<file path="config.mk">
export PLATFORM = sky130hd
export DESIGN_NAME = fifo_packet_arbiter
export DESIGN_NICKNAME = d
export VERILOG_FILES = /design/src/rtl/fifo_packet_arbiter_pkg.sv /design/src/rtl/fifo_packet_arbiter_rr.sv /design/src/rtl/fifo_packet_arbiter.sv
export SDC_FILE = /design/constraint.sdc
export NUM_CORES = 1
export LEC_CHECK = 0
export BUFFER_PORTS_ARGS = -buffer_cell sky130_fd_sc_hd__buf_2
export CORE_UTILIZATION = 33
export DETAILED_ROUTE_END_ITERATION = 7
export PLACE_DENSITY = 0.68
export SLEW_MARGIN = 20
export SYNTH_ARGS = -nofsm -noshare
export SYNTH_HDL_FRONTEND = slang
export SYNTH_SLANG_ARGS = --single-unit
</file>
<file path="constraint.sdc">
create_clock -name clock -period 2.5 [get_ports clock]
set_input_delay 0.625 -clock clock [delete_from_list [all_inputs] [get_ports clock]]
set_output_delay 0.625 -clock clock [all_outputs]
set_load 0.03 [all_outputs]
</file>
<file path="src/rtl/fifo_packet_arbiter_pkg.sv">
`default_nettype none
// ============================================================================
// Package : fifo_packet_arbiter_package
// Brief   : Shared arbiter FSM state encoding and word-format helpers.
// Rev     : 1.0  initial release
// ============================================================================
package fifo_packet_arbiter_package;

    // Arbiter FSM states
    typedef enum logic [1:0] {
        IDLE  = 2'd0,
        ISSUE = 2'd1,
        WAIT  = 2'd2
    } arb_state_t;

    // The end-of-packet flag sits this many bits below the word MSB
    localparam int unsigned LAST_FLAG_FROM_MSB = 0;

    // Bit position of the end-of-packet flag for a given word width
    function automatic int unsigned last_flag_pos(input int unsigned data_width);
        return data_width - 1 - LAST_FLAG_FROM_MSB;
    endfunction

endpackage
`default_nettype wire

</file>
<file path="src/rtl/fifo_packet_arbiter_rr.sv">
`default_nettype none
// ============================================================================
// Module : round_robin_priority_encoder
// Brief  : Finds the first set request bit searching upward from
//          previous_grant+1 with wrap-around; the previous grant itself is
//          checked last so a lone requester is re-granted.
// Rev    : 1.0  initial release
// ============================================================================
module round_robin_priority_encoder #(
    parameter int PORT_COUNT  = 4,
    parameter int GRANT_WIDTH = 2
) (
    input  logic [PORT_COUNT-1:0]  request,
    input  logic [GRANT_WIDTH-1:0] previous_grant,
    output logic [GRANT_WIDTH-1:0] next_grant,
    output logic                   found
);

    // Rotating first-match search over all ports
    always_comb begin
        int                   idx;
        logic [GRANT_WIDTH-1:0] w_idx;
        next_grant = previous_grant;
        found      = 1'b0;
        idx        = 0;
        w_idx      = '0;
        for (int i = 1; i <= PORT_COUNT; i++) begin
            idx   = (int'(previous_grant) + i) % PORT_COUNT;
            w_idx = GRANT_WIDTH'(idx);
            if (!found && request[w_idx]) begin
                found      = 1'b1;
                next_grant = w_idx;
            end
        end
    end

endmodule
`default_nettype wire

</file>
<file path="src/rtl/fifo_packet_arbiter.sv">
`default_nettype none
// ============================================================================
// Module : fifo_packet_arbiter
// Brief  : Packet-granular round-robin arbiter draining PORT_COUNT ingress
//          FIFOs into one registered egress stream. One read is outstanding
//          at a time, so any FIFO read latency is tolerated.
// Config : FIFO_PACKET_ARBITER_WATCHDOG_EN enables the read-response
//          watchdog (WATCHDOG_CYCLES); otherwise watchdog_error is tied low.
// Rev    : 1.0  initial release
// ============================================================================
module fifo_packet_arbiter
    import fifo_packet_arbiter_package::*;
#(
    parameter  int PORT_COUNT      = 4,
    parameter  int DATA_WIDTH      = 16,
    parameter  int WATCHDOG_CYCLES = 64,
    localparam int GRANT_WIDTH     = (PORT_COUNT > 1) ? $clog2(PORT_COUNT) : 1
) (
    input  logic                             clock,
    input  logic                             reset_n,
    input  logic [PORT_COUNT-1:0]            fifo_empty,
    input  logic [PORT_COUNT*DATA_WIDTH-1:0] fifo_read_data,
    input  logic [PORT_COUNT-1:0]            fifo_read_data_valid,
    output logic [PORT_COUNT-1:0]            fifo_read_enable,
    output logic [DATA_WIDTH-1:0]            output_data,
    output logic                             output_valid,
    input  logic                             output_ready,
    output logic [GRANT_WIDTH-1:0]           grant_port,
    output logic                             busy,
    output logic                             watchdog_error
);

    localparam int LAST_BIT = int'(last_flag_pos(DATA_WIDTH));

    // Reject configurations the datapath cannot represent
    if (PORT_COUNT < 2 || DATA_WIDTH < 2 || WATCHDOG_CYCLES < 2) begin : g_bad_config
        $error("fifo_packet_arbiter: PORT_COUNT, DATA_WIDTH and WATCHDOG_CYCLES must be >= 2");
    end

    arb_state_t             state_q, state_d;
    logic [GRANT_WIDTH-1:0] grant_q, grant_d;
    logic [DATA_WIDTH-1:0]  data_q,  data_d;
    logic                   valid_q, valid_d;

    logic [PORT_COUNT-1:0]  w_request;
    logic [GRANT_WIDTH-1:0] w_rr_grant;
    logic                   w_rr_found;
    logic [DATA_WIDTH-1:0]  w_granted_word;
    logic                   w_granted_valid;
    logic                   w_granted_empty;
    logic                   w_out_free;
    logic                   w_load;
    logic                   w_wdog_expired;

    assign w_request       = ~fifo_empty;
    assign w_granted_word  = fifo_read_data[int'(grant_q)*DATA_WIDTH +: DATA_WIDTH];
    assign w_granted_valid = fifo_read_data_valid[grant_q];
    assign w_granted_empty = fifo_empty[grant_q];
    // Output register can take a word if empty or draining this cycle
    assign w_out_free      = !valid_q || output_ready;

    round_robin_priority_encoder #(
        .PORT_COUNT  (PORT_COUNT),
        .GRANT_WIDTH (GRANT_WIDTH)
    ) u_rr_encoder (
        .request        (w_request),
        .previous_grant (grant_q),
        .next_grant     (w_rr_grant),
        .found          (w_rr_found)
    );

`ifdef FIFO_PACKET_ARBITER_WATCHDOG_EN
    localparam int CNT_WIDTH = $clog2(WATCHDOG_CYCLES);

    logic [CNT_WIDTH-1:0] wdog_cnt_q, wdog_cnt_d;

    // Count WAIT cycles without a response; cleared in every other state
    always_comb begin
        wdog_cnt_d = '0;
        if (state_q == WAIT && !w_granted_valid) begin
            wdog_cnt_d = wdog_cnt_q + 1'b1;
        end
    end

    // Watchdog counter register
    always_ff @(posedge clock or negedge reset_n) begin
        if (!reset_n) begin
            wdog_cnt_q <= '0;
        end else begin
            wdog_cnt_q <= wdog_cnt_d;
        end
    end

    assign w_wdog_expired = (state_q == WAIT) && !w_granted_valid &&
                            (wdog_cnt_q == CNT_WIDTH'(WATCHDOG_CYCLES - 1));
    assign watchdog_error = w_wdog_expired;
`else
    assign w_wdog_expired = 1'b0;
    assign watchdog_error = 1'b0;
`endif

    // Next-state, grant update and read strobe generation
    always_comb begin
        state_d          = state_q;
        grant_d          = grant_q;
        fifo_read_enable = '0;
        w_load           = 1'b0;
        case (state_q)
            IDLE: begin
                if (w_rr_found) begin
                    grant_d = w_rr_grant;
                    state_d = ISSUE;
                end
            end
            ISSUE: begin
                // An empty granted FIFO mid-packet keeps the grant
                if (!w_granted_empty && w_out_free) begin
                    fifo_read_enable[grant_q] = 1'b1;
                    state_d                   = WAIT;
                end
            end
            WAIT: begin
                if (w_granted_valid) begin
                    w_load  = 1'b1;
                    state_d = w_granted_word[LAST_BIT] ? IDLE : ISSUE;
                end else if (w_wdog_expired) begin
                    // IDLE searches from grant_port+1, skipping the dead port
                    state_d = IDLE;
                end
            end
            default: state_d = IDLE;
        endcase
    end

    // State and grant registers; grant resets to the last port so port 0 wins first
    always_ff @(posedge clock or negedge reset_n) begin
        if (!reset_n) begin
            state_q <= IDLE;
            grant_q <= GRANT_WIDTH'(PORT_COUNT - 1);
        end else begin
            state_q <= state_d;
            grant_q <= grant_d;
        end
    end

    // Egress holding register: load wins over drain so back-to-back words stay valid
    always_comb begin
        data_d  = data_q;
        valid_d = valid_q;
        if (w_load) begin
            data_d  = w_granted_word;
            valid_d = 1'b1;
        end else if (output_ready) begin
            valid_d = 1'b0;
        end
    end

    // Egress register
    always_ff @(posedge clock or negedge reset_n) begin
        if (!reset_n) begin
            data_q  <= '0;
            valid_q <= 1'b0;
        end else begin
            data_q  <= data_d;
            valid_q <= valid_d;
        end
    end

    assign output_data  = data_q;
    assign output_valid = valid_q;
    assign grant_port   = grant_q;
    assign busy         = (state_q != IDLE);

endmodule
`default_nettype wire

</file>
==> impl_metrics.py <==
metrics = {
    "outcome": {
        "status": "finished with violations",
        "violations": "negative setup slack",
    },
    "timing": {
        "finalSetupViolations": 4,
        "finClkSkew_ns": 0.00229,
        "whs_ns": 0.319,
        "worst_slack_ns": -0.0462,
        "fin_crit_ns": 2.55,
        "rsz0062_at_grt": "yes",
        "slew_viol_final": 0,
        "finalCritPeriodShare_pct": 102,
        "final.setup.tns_ns": -0.176,
        "hold_viol": 0,
        "max_freq_mhz": 393,
    },
    "clock_network": {
        "post_cts_buffers": 0,
        "numCtsBuffers": 3,
        "clock_latency_ns": 0.25,
        "root_buffer": "clkbuf_8",
        "clock_path_buffers": 2,
        "tritoncts": "done",
        "clkSlewWorstSetupHoldPaths_ns": 0.07,
        "htree_levels": 1,
        "clock_sinks": 21,
    },
    "floorplanning": {
        "die_h_um": 69.8,
        "ios": 100,
        "initial_utilization_pct": 34.6,
        "dieArea_mm2": 0.00488,
        "die_w_um": 69.8,
        "core-area_mm2": 0.00438,
        "num_rows": 24,
    },
    "yosys": {
        "synth_edf_count": 0,
        "yosys-top-cells-area": "dfrtp_1 (31%), mux4_2 (28%), mux2_2 (13%)",
        "yosysSeqAreaShare_pct": 34.8,
        "synth_top_area_share_pct": 31.3,
        "syn-instance-count": 103,
        "synthArstFlopShare_pct": 100,
        "synth_top_area_cell": "dfrtp_1",
        "syn-num-nets": 182,
        "syn_area_per_cell_um2": 14.7,
        "synthFlopType": "dfrtp_1",
        "ys_ff_latch": 21,
        "synth.distinct_cells": 35,
        "syn_area_mm2": 0.00152,
        "ys_warn_count": 0,
    },
    "critical_path": {
        "path_cells": "mux4_2 > nor4_4 > and2_4 > buf_6",
        "regToRegStartpoint": "grant_port[0]",
        "cp_max_fo": 5,
        "reg2reg_to": "grant_port[1]",
        "crit_path_start_kind": "register",
        "worst_ep_arrival_time_ns": 1.92,
        "required_ns": 1.88,
        "reg2reg_slack_ns": 0.08,
        "crit_path_end_kind": "output port",
        "crit_path_max_incr_delay_ns": 0.55,
        "criticalPathCategory": "register to output port",
        "slowest_stage": "dfstp_2",
        "reg2reg_depth": 7,
    },
    "detailed_routing": {
        "drc_errors": 0,
        "vias_per_cell": 4.97,
        "first_pass_iters": 4,
        "drt_iter0_markers": 45,
        "ant_nets": 0,
        "drt-total-wl_mm": 3.66,
        "routedWlPerCell_um": 14.0,
        "vias": 1301,
    },
    "power_and_ir_drop": {
        "p_per_area_mw_per_mm2": 1210,
        "power.total_mw": 2.70,
        "worst_ir_drop_vdd_mv": 0.638,
        "leakagePower_nw": 1.09,
    },
    "cells_and_area": {
        "final_common_cell": "buf_2",
        "final_cell_mix": "buf_2 (94), mux4_2 (20), dfrtp_1 (19)",
        "num_antenna_cells": 0,
        "nets": 290,
        "area_growth_pct": 47.0,
        "design_area_mm2": 0.00223,
        "layout-drive-gt1-share_pct": 77.6,
    },
    "worst_hold_path": {
        "hold_class": "primary input to asynchronous set/reset pin",
    },
    "placed_design": {
        "place_ws_ns": -0.141,
        "io_buffers": 98,
        "post_dp_cell_area_mm2": 0.00216,
        "dpl.hpwl_mm": 3.04,
        "gp_congestion": 0.693,
    },
    "global_routing": {
        "antenna_found_initial": 0,
        "track_usage_pct": 15.8,
        "grt_pass1_wl_mm": 6.19,
        "grt_start_max_net_pins": 22,
        "grt-ovfl-total": 0,
        "grt_pass1_vias": 1385,
    },
    "flow_run": {
        "drv_cap": 0,
    },
}
[flip-flops by register name, indices dropped and copies added (netlist names)]
| name | flops |
|---|---|
| state_q | 2 |
| grant_port | 2 |
| output_data | 16 |
| output_valid | 1 |
[timing repair]
item / in CTS / in global routing
setup endpoints to repair: 4 / 6
pin swaps: 5 / 0
hold buffers: 0 / 0
resized for setup: 11 / 1
[cell type report]
type,instances,area [um2]
flip-flops and latches,21,528
multi-input cells,70,942
inverters,4,22.5
clock buffers,4,45.0
repair buffers,111,629
fillers,407,2150
well taps,52,65.1
[worst max-delay path by stage]
| stage | start | end | slack (ns) | cells past startpoint |
|---|---|---|---|---|
| floorplan | grant_port[0] | grant_port[1] | -0.11 | 9 |
| global placement | fifo_empty[1] | fifo_read_enable[2] | -0.12 | 5 |
| detailed placement | fifo_empty[1] | fifo_read_enable[2] | -0.14 | 5 |
| CTS | grant_port[0] | fifo_read_enable[2] | -0.09 | 4 |
| global route | grant_port[0] | fifo_read_enable[0] | -0.15 | 4 |
| finish | grant_port[0] | fifo_read_enable[3] | -0.05 | 4 |
[cells by family after synthesis]
kind of cell	synth area share [%]
AOI/OAI and AO/OA	3.71
xor gates and xnor gates	0.577
adders and majority gates	3.30
buffers and inverters	5.02
DFF	34.8
muxes	44.9
other	0.247
and+or+nand+nor	7.50
[critical path: cells and delay by family (launching register included)]
kind                   cells  cell delay [ns]
multiplexers               1             0.54
flip-flops                 1             0.55
buffers and inverters      1             0.12
AND/OR/NAND/NOR            2             0.46
[metrics by stage]
step / util [%] / instances
after global placement: 49.3 / 258
after global routing: 50.9 / 262
final: 50.9 / 262
after CTS: 50.8 / 262
after floorplan: - / 103
after detailed placement: 49.3 / 258
[cell usage after synthesis (2+ instances only)]
master / instances
dfrtp_1: 19
mux4_2: 19
mux2_2: 17
and2_1: 4
ha_1: 4
inv_1: 4
buf_6: 3
nand2_1: 3
buf_4: 2
dfstp_2: 2
mux4_1: 2
[report_power, final]
part,total [mW],switching [mW],internal (mW)
clock,0.213,0.0998,0.113
sequential,0.625,0.101,0.524
combinational,1.86,0.959,0.898
total,2.70,1.16,1.54
[metal layers]
layer / vias up / track usage [%] / share of wire (%)
met5: - / 0 / 0
li1: 612 / - / -
met2: 50 / 28.2 / 54
met1: 637 / 19.9 / 40
met4: 0 / 4.67 / 0.76
met3: 2 / 2.18 / 5.6
No activity file was read; power rests on OpenSTA's default activity.
